===== config.mk =====
export PLATFORM = sky130hd
export DESIGN_NAME = lz77_decoder_flat
export DESIGN_NICKNAME = d
export VERILOG_FILES = /design/src/rtl/lz77_pkg.sv /design/src/rtl/lz77_decoder_if.sv /design/src/rtl/lz77_hist_buf.sv /design/src/rtl/lz77_decoder.sv /design/src/flat_wrapper.sv
export SDC_FILE = /design/constraint.sdc
export NUM_CORES = 1
export LEC_CHECK = 0
export CORE_UTILIZATION = 60
export CTS_BUF_LIST = sky130_fd_sc_hd__clkbuf_2
export DETAILED_ROUTE_END_ITERATION = 6
export PLACE_DENSITY = 0.8
export SYNTH_ARGS = -nofsm -noshare
export SYNTH_HDL_FRONTEND = slang
export SYNTH_SLANG_ARGS = --single-unit

===== constraint.sdc =====
create_clock -name clk -period 2.6 [get_ports clk]
set_clock_uncertainty 0.15 [all_clocks]
set_input_delay 0.39 -clock clk [delete_from_list [all_inputs] [get_ports clk]]
set_output_delay 0.39 -clock clk [all_outputs]
set_load 0.01 [all_outputs]

===== src/rtl/lz77_pkg.sv =====
// Shared LZ77 definitions: data/history sizing, stream terminator and the
// decoder FSM state type. The encoder side imports the same package.
package lz77_pkg;

    localparam int DATA_W       = 8;
    localparam int SEARCH_DEPTH = 9;
    localparam int POS_W        = 4;
    localparam int LEN_W        = 3;

    localparam logic [DATA_W-1:0] END_CHAR = 8'h24;

    typedef enum logic [1:0] {
        IDLE,
        COPY,
        LIT,
        DONE
    } state_e;

    // True when a match offset addresses a real history slot.
    function automatic logic pos_in_range(input logic [POS_W-1:0] pos);
        return pos < POS_W'(SEARCH_DEPTH);
    endfunction

endpackage


===== src/rtl/lz77_decoder_if.sv =====
// Code-triple input stream and decoded-byte output stream of the LZ77 decoder.
// master: code source / byte sink side; slave: the decoder.
interface lz77_decoder_if
    import lz77_pkg::*;
();

    logic              code_valid;
    logic              code_ready;
    logic [POS_W-1:0]  code_pos;
    logic [LEN_W-1:0]  code_len;
    logic [DATA_W-1:0] code_char;
    logic              char_valid;
    logic              char_ready;
    logic [DATA_W-1:0] char_nxt;

    modport master (
        output code_valid, code_pos, code_len, code_char, char_ready,
        input  code_ready, char_valid, char_nxt
    );

    modport slave (
        input  code_valid, code_pos, code_len, code_char, char_ready,
        output code_ready, char_valid, char_nxt
    );

endinterface


===== src/rtl/lz77_hist_buf.sv =====
// History shift register of the last SEARCH_DEPTH output bytes.
// Slot 0 is the most recent byte; out-of-range reads return 0.
module lz77_hist_buf
    import lz77_pkg::*;
(
    input  logic              clk,
    input  logic              reset,
    input  logic              shift_en,
    input  logic [DATA_W-1:0] din,
    input  logic [POS_W-1:0]  rd_pos,
    output logic [DATA_W-1:0] rd_data
);

    logic [DATA_W-1:0] hist_q [SEARCH_DEPTH];
    logic [DATA_W-1:0] hist_d [SEARCH_DEPTH];

    // Shift a new byte into slot 0 when enabled, otherwise hold.
    always_comb begin
        for (int i = 0; i < SEARCH_DEPTH; i++) begin
            hist_d[i] = hist_q[i];
        end
        if (shift_en) begin
            hist_d[0] = din;
            for (int i = 1; i < SEARCH_DEPTH; i++) begin
                hist_d[i] = hist_q[i-1];
            end
        end
    end

    // History register; cleared by reset so unfilled slots read 0.
    always_ff @(posedge clk or negedge reset) begin
        if (!reset) begin
            for (int i = 0; i < SEARCH_DEPTH; i++) begin
                hist_q[i] <= '0;
            end
        end else begin
            for (int i = 0; i < SEARCH_DEPTH; i++) begin
                hist_q[i] <= hist_d[i];
            end
        end
    end

    // Combinational read port addressed by the latched match offset.
    always_comb begin
        rd_data = '0;
        if (pos_in_range(rd_pos)) begin
            for (int i = 0; i < SEARCH_DEPTH; i++) begin
                if (rd_pos == POS_W'(i)) begin
                    rd_data = hist_q[i];
                end
            end
        end
    end

endmodule


===== src/rtl/lz77_decoder.sv =====
// LZ77 decoder: accepts (pos, len, literal) triples and emits len history
// copies followed by the literal. Optional macro LZ77_DEC_POSCHK_EN adds a
// history fill counter and a sticky pos_err flag for offsets into unfilled
// history.
module lz77_decoder
    import lz77_pkg::*;
(
    input  logic          clk,
    input  logic          reset,
    lz77_decoder_if.slave bus,
    output logic          finish
`ifdef LZ77_DEC_POSCHK_EN
    ,
    output logic          pos_err
`endif
);

    state_e            state_q, state_d;
    logic [POS_W-1:0]  pos_q, pos_d;
    logic [LEN_W-1:0]  len_q, len_d;
    logic [DATA_W-1:0] lit_q, lit_d;
    logic [DATA_W-1:0] last_q, last_d;

    logic              code_ready;
    logic              char_valid;
    logic [DATA_W-1:0] char_out;
    logic              shift_en;
    logic              accept;
    logic [DATA_W-1:0] hist_rd;

    lz77_hist_buf u_hist (
        .clk      (clk),
        .reset    (reset),
        .shift_en (shift_en),
        .din      (char_out),
        .rd_pos   (pos_q),
        .rd_data  (hist_rd)
    );

    // Next-state, triple latching and output byte selection.
    always_comb begin
        state_d    = state_q;
        pos_d      = pos_q;
        len_d      = len_q;
        lit_d      = lit_q;
        code_ready = 1'b0;
        char_valid = 1'b0;
        char_out   = last_q;
        shift_en   = 1'b0;
        accept     = 1'b0;
        case (state_q)
            IDLE: begin
                // Held low while reset is asserted.
                code_ready = reset;
                if (bus.code_valid && code_ready) begin
                    accept  = 1'b1;
                    pos_d   = bus.code_pos;
                    len_d   = bus.code_len;
                    lit_d   = bus.code_char;
                    state_d = (bus.code_len != '0) ? COPY : LIT;
                end
            end
            COPY: begin
                char_valid = 1'b1;
                char_out   = hist_rd;
                if (bus.char_ready) begin
                    shift_en = 1'b1;
                    len_d    = len_q - 1'b1;
                    if (len_q == LEN_W'(1)) begin
                        state_d = LIT;
                    end
                end
            end
            LIT: begin
                char_valid = 1'b1;
                char_out   = lit_q;
                if (bus.char_ready) begin
                    shift_en = 1'b1;
                    state_d  = (lit_q == END_CHAR) ? DONE : IDLE;
                end
            end
            DONE: begin
            end
            default: state_d = IDLE;
        endcase
        last_d = char_out;
    end

    // Control state and the held output byte.
    always_ff @(posedge clk or negedge reset) begin
        if (!reset) begin
            state_q <= IDLE;
            last_q  <= '0;
        end else begin
            state_q <= state_d;
            last_q  <= last_d;
        end
    end

    // Triple registers; only meaningful after an accept, so not reset.
    always_ff @(posedge clk) begin
        pos_q <= pos_d;
        len_q <= len_d;
        lit_q <= lit_d;
    end

`ifdef LZ77_DEC_POSCHK_EN
    logic [POS_W-1:0] fill_q, fill_d;
    logic             pos_err_q, pos_err_d;

    // Count emitted bytes up to SEARCH_DEPTH; flag copies reaching past them.
    always_comb begin
        fill_d    = fill_q;
        pos_err_d = pos_err_q;
        if (shift_en && (fill_q < POS_W'(SEARCH_DEPTH))) begin
            fill_d = fill_q + 1'b1;
        end
        if (accept && (bus.code_len != '0) && (bus.code_pos >= fill_q)) begin
            pos_err_d = 1'b1;
        end
    end

    // Fill counter and sticky error flag.
    always_ff @(posedge clk or negedge reset) begin
        if (!reset) begin
            fill_q    <= '0;
            pos_err_q <= 1'b0;
        end else begin
            fill_q    <= fill_d;
            pos_err_q <= pos_err_d;
        end
    end

    assign pos_err = pos_err_q;
`endif

    assign bus.code_ready = code_ready;
    assign bus.char_valid = char_valid;
    assign bus.char_nxt   = char_out;
    assign finish         = (state_q == DONE);

endmodule

===== src/flat_wrapper.sv =====
// flat-port wrapper written by rule: the top's interface ports become plain ports
module lz77_decoder_flat import lz77_pkg::*;
  (clk, reset, finish, bus_code_valid, bus_code_pos, bus_code_len, bus_code_char, bus_char_ready, bus_code_ready, bus_char_valid, bus_char_nxt);
  lz77_decoder_if bus_i ();
  input  logic clk;
  input  logic reset;
  output logic finish;
  input wire logic [$bits(bus_i.code_valid)-1:0] bus_code_valid;
  input wire logic [$bits(bus_i.code_pos)-1:0] bus_code_pos;
  input wire logic [$bits(bus_i.code_len)-1:0] bus_code_len;
  input wire logic [$bits(bus_i.code_char)-1:0] bus_code_char;
  input wire logic [$bits(bus_i.char_ready)-1:0] bus_char_ready;
  output wire logic [$bits(bus_i.code_ready)-1:0] bus_code_ready;
  output wire logic [$bits(bus_i.char_valid)-1:0] bus_char_valid;
  output wire logic [$bits(bus_i.char_nxt)-1:0] bus_char_nxt;
  assign bus_i.code_valid = bus_code_valid;
  assign bus_i.code_pos = bus_code_pos;
  assign bus_i.code_len = bus_code_len;
  assign bus_i.code_char = bus_code_char;
  assign bus_i.char_ready = bus_char_ready;
  assign bus_code_ready = bus_i.code_ready;
  assign bus_char_valid = bus_i.char_valid;
  assign bus_char_nxt = bus_i.char_nxt;
  lz77_decoder u_core (.clk(clk), .reset(reset), .bus(bus_i), .finish(finish));
endmodule

==> run_results.csv, run 1 <==
group,metric,value,unit
outcome,status,"finished with violations",
outcome,violations,"setup timing",
sta,fin_ws,-0.420,ns
global_routing,antenna_found_initial,0,
clock_tree,clock_latency,0.59,ns
pwr,power.total,5.91,mW
floorplan,ios,30,
layout,layout_commonest_cell,"nand2_1",
routing,route.detailed.drc,0,
synthesis,synthArstFlopShare,0.845,
placed_design,port_buffers,29,
routing,vias,4129,
clock_tree,cts.path.max_buffers,2,
global_routing,grt_overflow_total,0,
pwr,peakVddDrop,597,µV
clock_tree,tritoncts,"built",
setup_path,crit_required,2.06,ns
routing,routedWlPerCell,17.8,µm
layout,area_growth,21.6,%
floorplan,die_w,91.8,µm
global_routing,grtUsageTotal,0.302,
layout,layout_common_cells,"nand2_1, dfrtp_1, buf_4",
routing,drt-initial-drc-count,271,
layout,stdcell_count,690,
routing,drt_pass1_iterations,5,
sta,max-slew-margin-rel,0.376,
layout,drive_gt1_frac,0.209,
floorplan,std_cell_rows,32,
floorplan,core_area,7770,µm²
routing,vias_per_cell,5.98,
run,drv_cap,0,
setup_path,arrival,2.48,ns
synthesis,netlist_area,4840,µm²
routing,routed_wirelength,12.3,mm
synthesis,synth_edf_count,15,
layout,regArea,2500,µm²
synthesis,synth_warnings,0,
min_path,hold_class,"input port to flop",
synthesis,yosysSeqAreaShare,0.517,
placed_design,place.gp.congestion,0.905,
synthesis,ys_seq_elements,97,
clock_tree,cts_buffers,9,
synthesis,synth_cells,527,
floorplan,die_y,91.8,µm
sta,fin_crit_sh,1.16,
clock_tree,h-tree-depth,3,
setup_path,startpoint_type,"flop",
synthesis,syn_avg_cell_area,9.19,µm²
sta,period_minus_slack,3.02,ns
sta,finalHoldViolations,0,
global_routing,grt_max_degree,77,
clock_tree,clk_pin_slew,0.26,ns
routing,ant_nets,0,
setup_path,crit_fanout,4,
sta,slew_viol_final,0,
setup_path,end_kind,"primary output",
sta,worst_pin_slew,0.936,ns
sta,setup_violations,9,
layout,nFillCells,513,
pwr,leakagePower,2.80,nW
placed_design,dp_hpwl,7.43,mm
layout,antenna_cells,0,
clock_tree,cts-root-buf,"clkbuf_2",
placed_design,placedCellCount,651,
layout,multiInputGateArea,2380,µm²
clock_tree,cts_num_sinks,97,
layout,layout.nets,608,
global_routing,grt_pass1_wl,19.8,mm
synthesis,ys.flop_type,"dfrtp_1",
floorplan,design.die.area,8430,µm²
floorplan,start_util,0.623,
synthesis,synth.distinct_cells,44,
pwr,power_density,1000,nW/µm²
setup_path,crit_type,"flop to primary output",
sta,max_freq,331,MHz
global_routing,grt_pass1_vias,4058,
synthesis,mappedNetlistNets,552,
sta,rsz0062_at_grt,"true",
[worst max-delay path: stages (launching register included)]
cell	delay, ns
edfxtp_1	0.47
buf_6	0.15
buf_6	0.11
or4b_4	0.54
a221oi_4	0.28
nand2_1	0.11
o21ai_2	0.14
buf_2	0.15
[synth_stat cells (2+ instances only)]
cell type,n,area (µm²)
a31oi_1,18,113
buf_2,14,70.1
o21bai_1,4,30.0
buf_6,2,22.5
and2_1,3,18.8
o21ai_1,8,40.0
nor2b_1,4,25.0
nor4_1,2,12.5
or4b_1,3,30.0
nand2_1,193,724
or4b_4,4,55.1
clkbuf_1,20,75.1
nand3b_1,8,60.1
inv_1,11,41.3
ha_1,6,75.1
o32a_1,4,40.0
mux2_2,7,78.8
edfxtp_1,15,450
a21oi_1,22,110
mux2i_1,19,190
a221oi_1,4,35.0
dfrtp_1,82,2050
nor2_1,16,60.1
and3_1,5,31.3
or2_2,2,12.5
o22a_1,4,35.0
o31ai_1,4,30.0
o21ai_0,13,65.1
o211a_1,4,40.0
a221oi_2,4,60.1
nand2b_1,7,43.8
a32oi_1,3,26.3
[layout make-up]
class,count,area share
sequential,97,0.425
multi-input combinational,382,0.404
timing repair buffer,82,0.122
tap,102,0.0217
clock inverter,6,0.0115
clock buffer,10,0.00850
inverter,11,0.00701
[registers in the layout (all words and copies together) (netlist names)]
| signal | cells |
|---|---|
| u_core.len_q | 3 |
| u_core.u_hist.hist_q | 72 |
| u_core.state_q | 2 |
| u_core.lit_q | 8 |
| u_core.pos_q | 4 |
| u_core.last_q | 8 |
[per-stage QoR]
stage | setup slack [ns] | hold WS (ns) | setup TNS [ns] | utilization | cell area [µm²]
after floorplan | 0.402 | -0.0556 | 0 | - | 4840
after global placement | -0.193 | 0.0828 | -1.17 | 0.689 | 5350
after detailed placement | -0.334 | 0.0814 | -1.65 | 0.689 | 5350
after CTS | -0.413 | 0.170 | -2.83 | 0.747 | 5800
after global routing | -0.527 | 0.163 | -3.96 | 0.758 | 5890
final | -0.420 | 0.180 | -3.02 | 0.758 | 5890
[final timing paths]
check / from / to / slack (ns) / cells past startpoint
setup / recovery: u_core.pos_q[1] / bus_char_nxt[2] / -0.42 / 7
hold / removal: bus_code_char[5] / u_core.lit_q[5] / 0.18 / 1
setup reg to reg: u_core.state_q[0] / u_core.u_hist.hist_q[67] / -0.12 / 15
hold reg to reg: u_core.u_hist.hist_q[60] / u_core.u_hist.hist_q[52] / 0.36 / 2
max in group asynchronous: reset / u_core.last_q[0] / 1.20 / 3
min in group asynchronous: reset / u_core.u_hist.hist_q[56] / 0.48 / 3
[per-layer routing]
layer,wire [µm],vias to the layer above,global-route usage
met3,836,38,0.0746
met4,337,0,0.121
met2,5990,182,0.485
li1,-,1906,-
met1,5130,2003,0.395
met5,0,-,0
[logic make-up after synthesis]
| family | Yosys count | share of synthesized area |
|---|---|---|
| simple gates | 252 | 0.229 |
| compound gates | 97 | 0.138 |
| flops | 97 | 0.517 |
| buf+inv | 48 | 0.0439 |
| mux | 26 | 0.0556 |
| fa+ha+maj | 6 | 0.0155 |
| xor+xnor | 1 | 0.00181 |
[report_power, final]
group          internal (mW)  switching (mW)
clock                  0.228           0.529
combinational           1.09            1.51
sequential              2.10           0.451
total                   3.42            2.49
[repair_timing]
action                     CTS  global route
setup endpoints to repair    9            10
pin swaps                   17            10
hold endpoints to repair     6             0
gates resized for setup     63            16
hold buffers                 4             0
setup buffers               20             1
Note: power is estimated with default switching activity, not from simulation.
==> inputs of run 2 (changes only) <==
--- a/config.mk
+++ b/config.mk
@@ -5,10 +5,11 @@
 export SDC_FILE = /design/constraint.sdc
 export NUM_CORES = 1
 export LEC_CHECK = 0
-export CORE_UTILIZATION = 60
+export CORE_UTILIZATION = 62
 export CTS_BUF_LIST = sky130_fd_sc_hd__clkbuf_2
+export CTS_CLUSTER_DIAMETER = 200
 export DETAILED_ROUTE_END_ITERATION = 6
-export PLACE_DENSITY = 0.8
+export PLACE_DENSITY = 0.83
 export SYNTH_ARGS = -nofsm -noshare
 export SYNTH_HDL_FRONTEND = slang
 export SYNTH_SLANG_ARGS = --single-unit
==> run 2 against run 1 <==
The flow still finishes with violations (setup timing); total power shrank 0.98%; combinational power grew 2%; sequential power is essentially flat; sequential share of layout area grew 0.77 points; largest cell class unchanged; highest routed layer unchanged.
==> run_results.csv, run 2 (synthesized netlist as in run 1, its figures left out) <==
group,metric,value,unit
pwr,pwr-share-seq,0.438,
layout,final_cell_area,5780,µm²
run,drv_cap,0,
setup_path,timing.rr.start,"u_core.state_q[1]",
setup_path,reg2reg_depth,16,
sta,finalHoldViolations,0,
clock_tree,cts_buffers,9,
routing,ant_nets,0,
clock_tree,tritoncts,"built",
setup_path,crit_type,"flop to primary output",
setup_path,r2r_slack,-0.12,ns
outcome,status,"finished with violations",
floorplan,die_w,90.4,µm
sta,max_freq,338,MHz
placed_design,port_buffers,29,
pwr,power_frac_clock,0.109,
global_routing,grt_pass1_vias,3971,
routing,routedWlPerCell,17.3,µm
setup_path,critPathCapture,"bus_char_nxt[0]",
routing,route.detailed.drc,0,
setup_path,arrival,2.42,ns
pwr,netSwitchingFraction,0.420,
layout,layout_common_cells,"nand2_1, dfrtp_1, buf_4",
global_routing,grt_pass1_wl,19.3,mm
layout,drive_gt1_frac,0.197,
clock_tree,cts.path.max_buffers,2,
setup_path,end_kind,"primary output",
setup_path,crit_fanout,13,
floorplan,start_util,0.654,
pwr,p_int,3.39,mW
setup_path,crit_required,2.06,ns
routing,vias,4139,
sta,slew_viol_final,0,
routing,drt_pass1_iterations,6,
pwr,leakagePower,2.78,nW
layout,reg_top3,"u_core.u_hist.hist_q: 72 flops, u_core.last_q: 8 flops, u_core.lit_q: 8 flops",
sta,fin_crit_sh,1.14,
sta,worst_pin_slew,0.946,ns
floorplan,core_area,7410,µm²
pwr,peakVddDrop,618,µV
placed_design,post-place-ws,-0.211,ns
pwr,pwr-share-comb,0.453,
sta,period_minus_slack,2.96,ns
pwr,p_switching,2.46,mW
layout,largest_reg_flops,72,
global_routing,grt_overflow_total,0,
clock_tree,clock_latency,0.56,ns
clock_tree,clk_pin_slew,0.27,ns
setup_path,reg2reg_to,"u_core.u_hist.hist_q[67]",
floorplan,std_cell_rows,31,
sta,rsz0062_at_grt,"true",
floorplan,design.die.area,8170,µm²
setup_path,startpoint_type,"flop",
setup_path,cp-startpoint,"u_core.pos_q[0]",
clock_tree,cts_num_sinks,97,
placed_design,place.gp.congestion,0.910,
clock_tree,h-tree-depth,3,
layout,regMostFlops,"u_core.u_hist.hist_q",
layout,area_growth,19.4,%
layout,layout_commonest_cell,"nand2_1",
sta,fin_ws,-0.362,ns
routing,vias_per_cell,6.01,
outcome,violations,"setup timing",
layout,layout.nets,609,
min_path,hold_class,"input port to flop",
placed_design,dpl_cell_area,5340,µm²
routing,drt-initial-drc-count,366,
global_routing,grtUsageTotal,0.298,
pwr,power_density,1010,nW/µm²
routing,routed_wirelength,11.9,mm
sta,setup_violations,9,
floorplan,ios,30,
placed_design,dp_hpwl,7.51,mm
clock_tree,cts-root-buf,"clkbuf_2",
sta,max-slew-margin-rel,0.369,
floorplan,die_y,90.4,µm
sta,whs,0.189,ns
global_routing,antenna_found_initial,2,
global_routing,grt_max_degree,77,
run 2: changes by cell type in the layout (fill, tap and decap cells not counted), moves of 2 or more:
cell           delta
a221oi_1          +2
buf_4             +5
buf_6             -3
clkinv_4          +2
dlygate4sd3_1     -2
or2_2             +2
or2_4             -2
run 2: area by class of cell:
cell class / count / area (µm²)
flip-flops and latches: 97 / 2500
multi-input cells: 382 / 2280
fillers: 481 / 1630
repair buffers: 83 / 734
well taps: 99 / 124
clock inverters: 7 / 47.5
clock buffers: 9 / 45.0
inverters: 11 / 41.3
diodes: 1 / 2.50
run 2: power groups by stage:
stage	Clock, mW	Sequential, mW	Combinational, mW
after floorplan	0	2.39	1.55
after global placement	0	2.52	2.14
after detailed placement	0	2.54	2.24
after CTS	0.648	2.53	2.45
after global routing	0.697	2.62	2.89
final	0.638	2.56	2.65
run 2: routing by layer:
layer	part of all wire	up-vias	global-route usage
li1	-	1914	-
met1	0.43	2015	0.401
met2	0.48	176	0.485
met3	0.066	34	0.0505
met4	0.029	0	0.117
met5	0	-	0
run 2: how the worst min path moves through the flow:
stage	endpoint	depth (start not counted)	startpoint	slack, ns
after floorplan	u_core.last_q[0]	0	reset	-0.06
after global placement	u_core.u_hist.hist_q[4]	1	reset	0.09
after detailed placement	u_core.u_hist.hist_q[4]	1	reset	0.09
after CTS	u_core.lit_q[4]	1	bus_code_char[4]	0.16
after global routing	u_core.pos_q[2]	1	bus_code_pos[2]	0.17
final	u_core.lit_q[0]	1	bus_code_char[0]	0.19
run 2: through the flow:
stage          TNS, ns   util  instances  power, mW
5_1_grt          -3.78  0.780        689       6.20
4_1_cts          -2.83  0.762        681       5.62
3_5_place_dp     -1.19  0.721        644       4.78
2_1_floorplan        0      -        527       3.94
6_report         -2.81  0.780        689       5.85
3_3_place_gp    -0.958  0.721        644       4.66
run 2: worst max-delay path, stage by stage (launching register included):
cell and delay (ns):
edfxtp_1 0.48, buf_12 0.17, or4b_4 0.52, a221oi_4 0.28, nand2_1 0.11, o21ai_2 0.17, buf_2 0.15
run 2: what timing repair did:
item / CTS / global route
setup buffers: 19 / 7
endpoints found under the setup margin: 10 / 11
hold buffers: 2 / 0
endpoints found under the hold margin: 6 / 0
resized for setup: 46 / 15
pin swaps: 8 / 8
==> inputs of run 3 (changes only) <==
--- a/config.mk
+++ b/config.mk
@@ -5,11 +5,13 @@
 export SDC_FILE = /design/constraint.sdc
 export NUM_CORES = 1
 export LEC_CHECK = 0
+export ABC_CLOCK_PERIOD_IN_PS = 2600
 export CORE_UTILIZATION = 62
 export CTS_BUF_LIST = sky130_fd_sc_hd__clkbuf_2
 export CTS_CLUSTER_DIAMETER = 200
 export DETAILED_ROUTE_END_ITERATION = 6
 export PLACE_DENSITY = 0.83
+export REMOVE_ABC_BUFFERS = 1
 export SYNTH_ARGS = -nofsm -noshare
 export SYNTH_HDL_FRONTEND = slang
 export SYNTH_SLANG_ARGS = --single-unit
==> run 3 against run 2 <==
The flow still finishes with violations (setup timing); sequential share of layout area is 1.3 points lower; critical endpoint is now bus_char_nxt[1]; critical path depth stayed put; final cell count up 2.8%; largest power group unchanged.
==> run_results.csv, run 3 (synthesized netlist as in run 1, its figures left out) <==
group,metric,value,unit
layout,largest_reg_flops,72,
layout,layout_common_cells,"nand2_1, dfrtp_1, buf_4",
routing,drt_pass1_iterations,6,
pwr,pwr-share-seq,0.418,
min_path,min_from,"bus_code_char[1]",
sta,whs,0.174,ns
run,drv_cap,0,
global_routing,grt_max_degree,62,
pwr,p_switching,2.57,mW
layout,final_cell_area,5960,µm²
clock_tree,cts_num_sinks,97,
floorplan,core_area,7410,µm²
setup_path,end_kind,"primary output",
sta,fin_ws,-0.424,ns
routing,route.detailed.drc,0,
floorplan,std_cell_rows,31,
layout,area_growth,23.1,%
sta,fin_tns_setup,-3.50,ns
clock_tree,cts-root-buf,"clkbuf_2",
routing,vias_per_cell,6.13,
setup_path,timing.rr.start,"u_core.pos_q[0]",
pwr,power_frac_clock,0.127,
global_routing,grtUsageTotal,0.321,
pwr,netSwitchingFraction,0.421,
setup_path,arrival,2.48,ns
pwr,peakVddDrop,529,µV
clock_tree,h-tree-depth,3,
pwr,leakagePower,2.90,nW
layout,layout.nets,629,
layout,regMostFlops,"u_core.u_hist.hist_q",
sta,max-slew-margin-rel,0.487,
clock_tree,tritoncts,"built",
setup_path,crit_fanout,10,
clock_tree,cts_buffers,9,
global_routing,grt_pass1_vias,4294,
sta,worst_pin_slew,0.770,ns
outcome,violations,"setup timing",
sta,finalHoldViolations,0,
placed_design,port_buffers,29,
sta,setup_violations,10,
clock_tree,clock_latency,0.60,ns
routing,drt-initial-drc-count,383,
layout,reg_top3,"u_core.u_hist.hist_q: 72 flops, u_core.last_q: 8 flops, u_core.lit_q: 8 flops",
setup_path,crit_required,2.06,ns
setup_path,crit_type,"flop to primary output",
routing,vias,4337,
outcome,status,"finished with violations",
floorplan,design.die.area,8170,µm²
pwr,pwr-share-comb,0.454,
floorplan,die_y,90.4,µm
placed_design,dp_hpwl,7.89,mm
setup_path,cp-startpoint,"u_core.pos_q[1]",
sta,slew_viol_final,0,
layout,antenna_cells,0,
floorplan,die_w,90.4,µm
routing,routed_wirelength,13.1,mm
pwr,p_int,3.54,mW
sta,fin_crit_sh,1.16,
global_routing,grt_overflow_total,0,
clock_tree,clk_pin_slew,0.27,ns
sta,rsz0062_at_grt,"true",
layout,drive_gt1_frac,0.235,
sta,period_minus_slack,3.02,ns
min_path,hold_class,"input port to flop",
pwr,power.total,6.11,mW
clock_tree,cts.path.max_buffers,2,
placed_design,dpl_cell_area,5420,µm²
global_routing,antenna_found_initial,0,
routing,routedWlPerCell,18.5,µm
routing,ant_nets,0,
sta,max_freq,331,MHz
placed_design,place.gp.congestion,0.852,
global_routing,grt_pass1_wl,20.5,mm
setup_path,startpoint_type,"flop",
floorplan,start_util,0.654,
floorplan,ios,30,
pwr,power_density,1030,nW/µm²
layout,layout_commonest_cell,"nand2_1",
run 3: per-layer routing:
metal	vias to the layer above	track usage	share of wire
met5	-	0	0
met4	0	0.192	0.059
met3	74	0.0606	0.062
met2	218	0.537	0.49
met1	2095	0.386	0.39
li1	1950	-	-
run 3: path summary, 6_finish.rpt:
check	endpoint	slack, ns	depth (start not counted)
worst max-delay path	bus_char_nxt[1]	-0.42	6
worst min-delay path	u_core.lit_q[1]	0.17	1
worst max register to register	u_core.last_q[4]	-0.32	16
worst min register to register	u_core.u_hist.hist_q[7]	0.36	2
max in group asynchronous	u_core.u_hist.hist_q[10]	1.08	4
min in group asynchronous	u_core.u_hist.hist_q[55]	0.18	3
run 3: critical path: stages, from the launching register on:
cell and delay (ns):
edfxtp_1 0.48, buf_6 0.17, or4b_4 0.55, a221oi_4 0.28, nand2_1 0.11, o21ai_2 0.17, buf_2 0.16
run 3: area by class of cell:
type,instances,area [µm²]
Multi-Input combinational cell,382,2310
Timing Repair Buffer,103,860
Tap cell,99,124
Sequential cell,97,2500
Inverter,11,41.3
Fill cell,443,1450
Clock buffer,9,45.0
Clock inverter,7,75.1
run 3: power groups by stage:
stage               Clock (mW)  Sequential, mW  Combinational, mW
floorplan                    0            2.43               1.40
global placement             0            2.50               2.20
detailed placement           0            2.53               2.29
CTS                      0.777            2.51               2.53
global route             0.842            2.61               3.01
finish                   0.778            2.56               2.78
run 3: metrics by stage:
| stage | instances | setup slack (ns) | util |
|---|---|---|---|
| 6_report | 708 | -0.424 | 0.804 |
| 5_1_grt | 708 | -0.515 | 0.804 |
| 4_1_cts | 701 | -0.379 | 0.783 |
| 3_5_place_dp | 658 | -0.149 | 0.732 |
| 3_3_place_gp | 658 | -0.117 | 0.732 |
| 2_1_floorplan | 490 | -0.854 | - |
run 3: repair_timing:
action | in CTS | in global routing
endpoints found under the hold margin | 21 | 0
setup buffers | 26 | 7
pin swaps | 12 | 6
resized for setup | 54 | 17
hold buffers | 1 | 0
endpoints found under the setup margin | 10 | 11
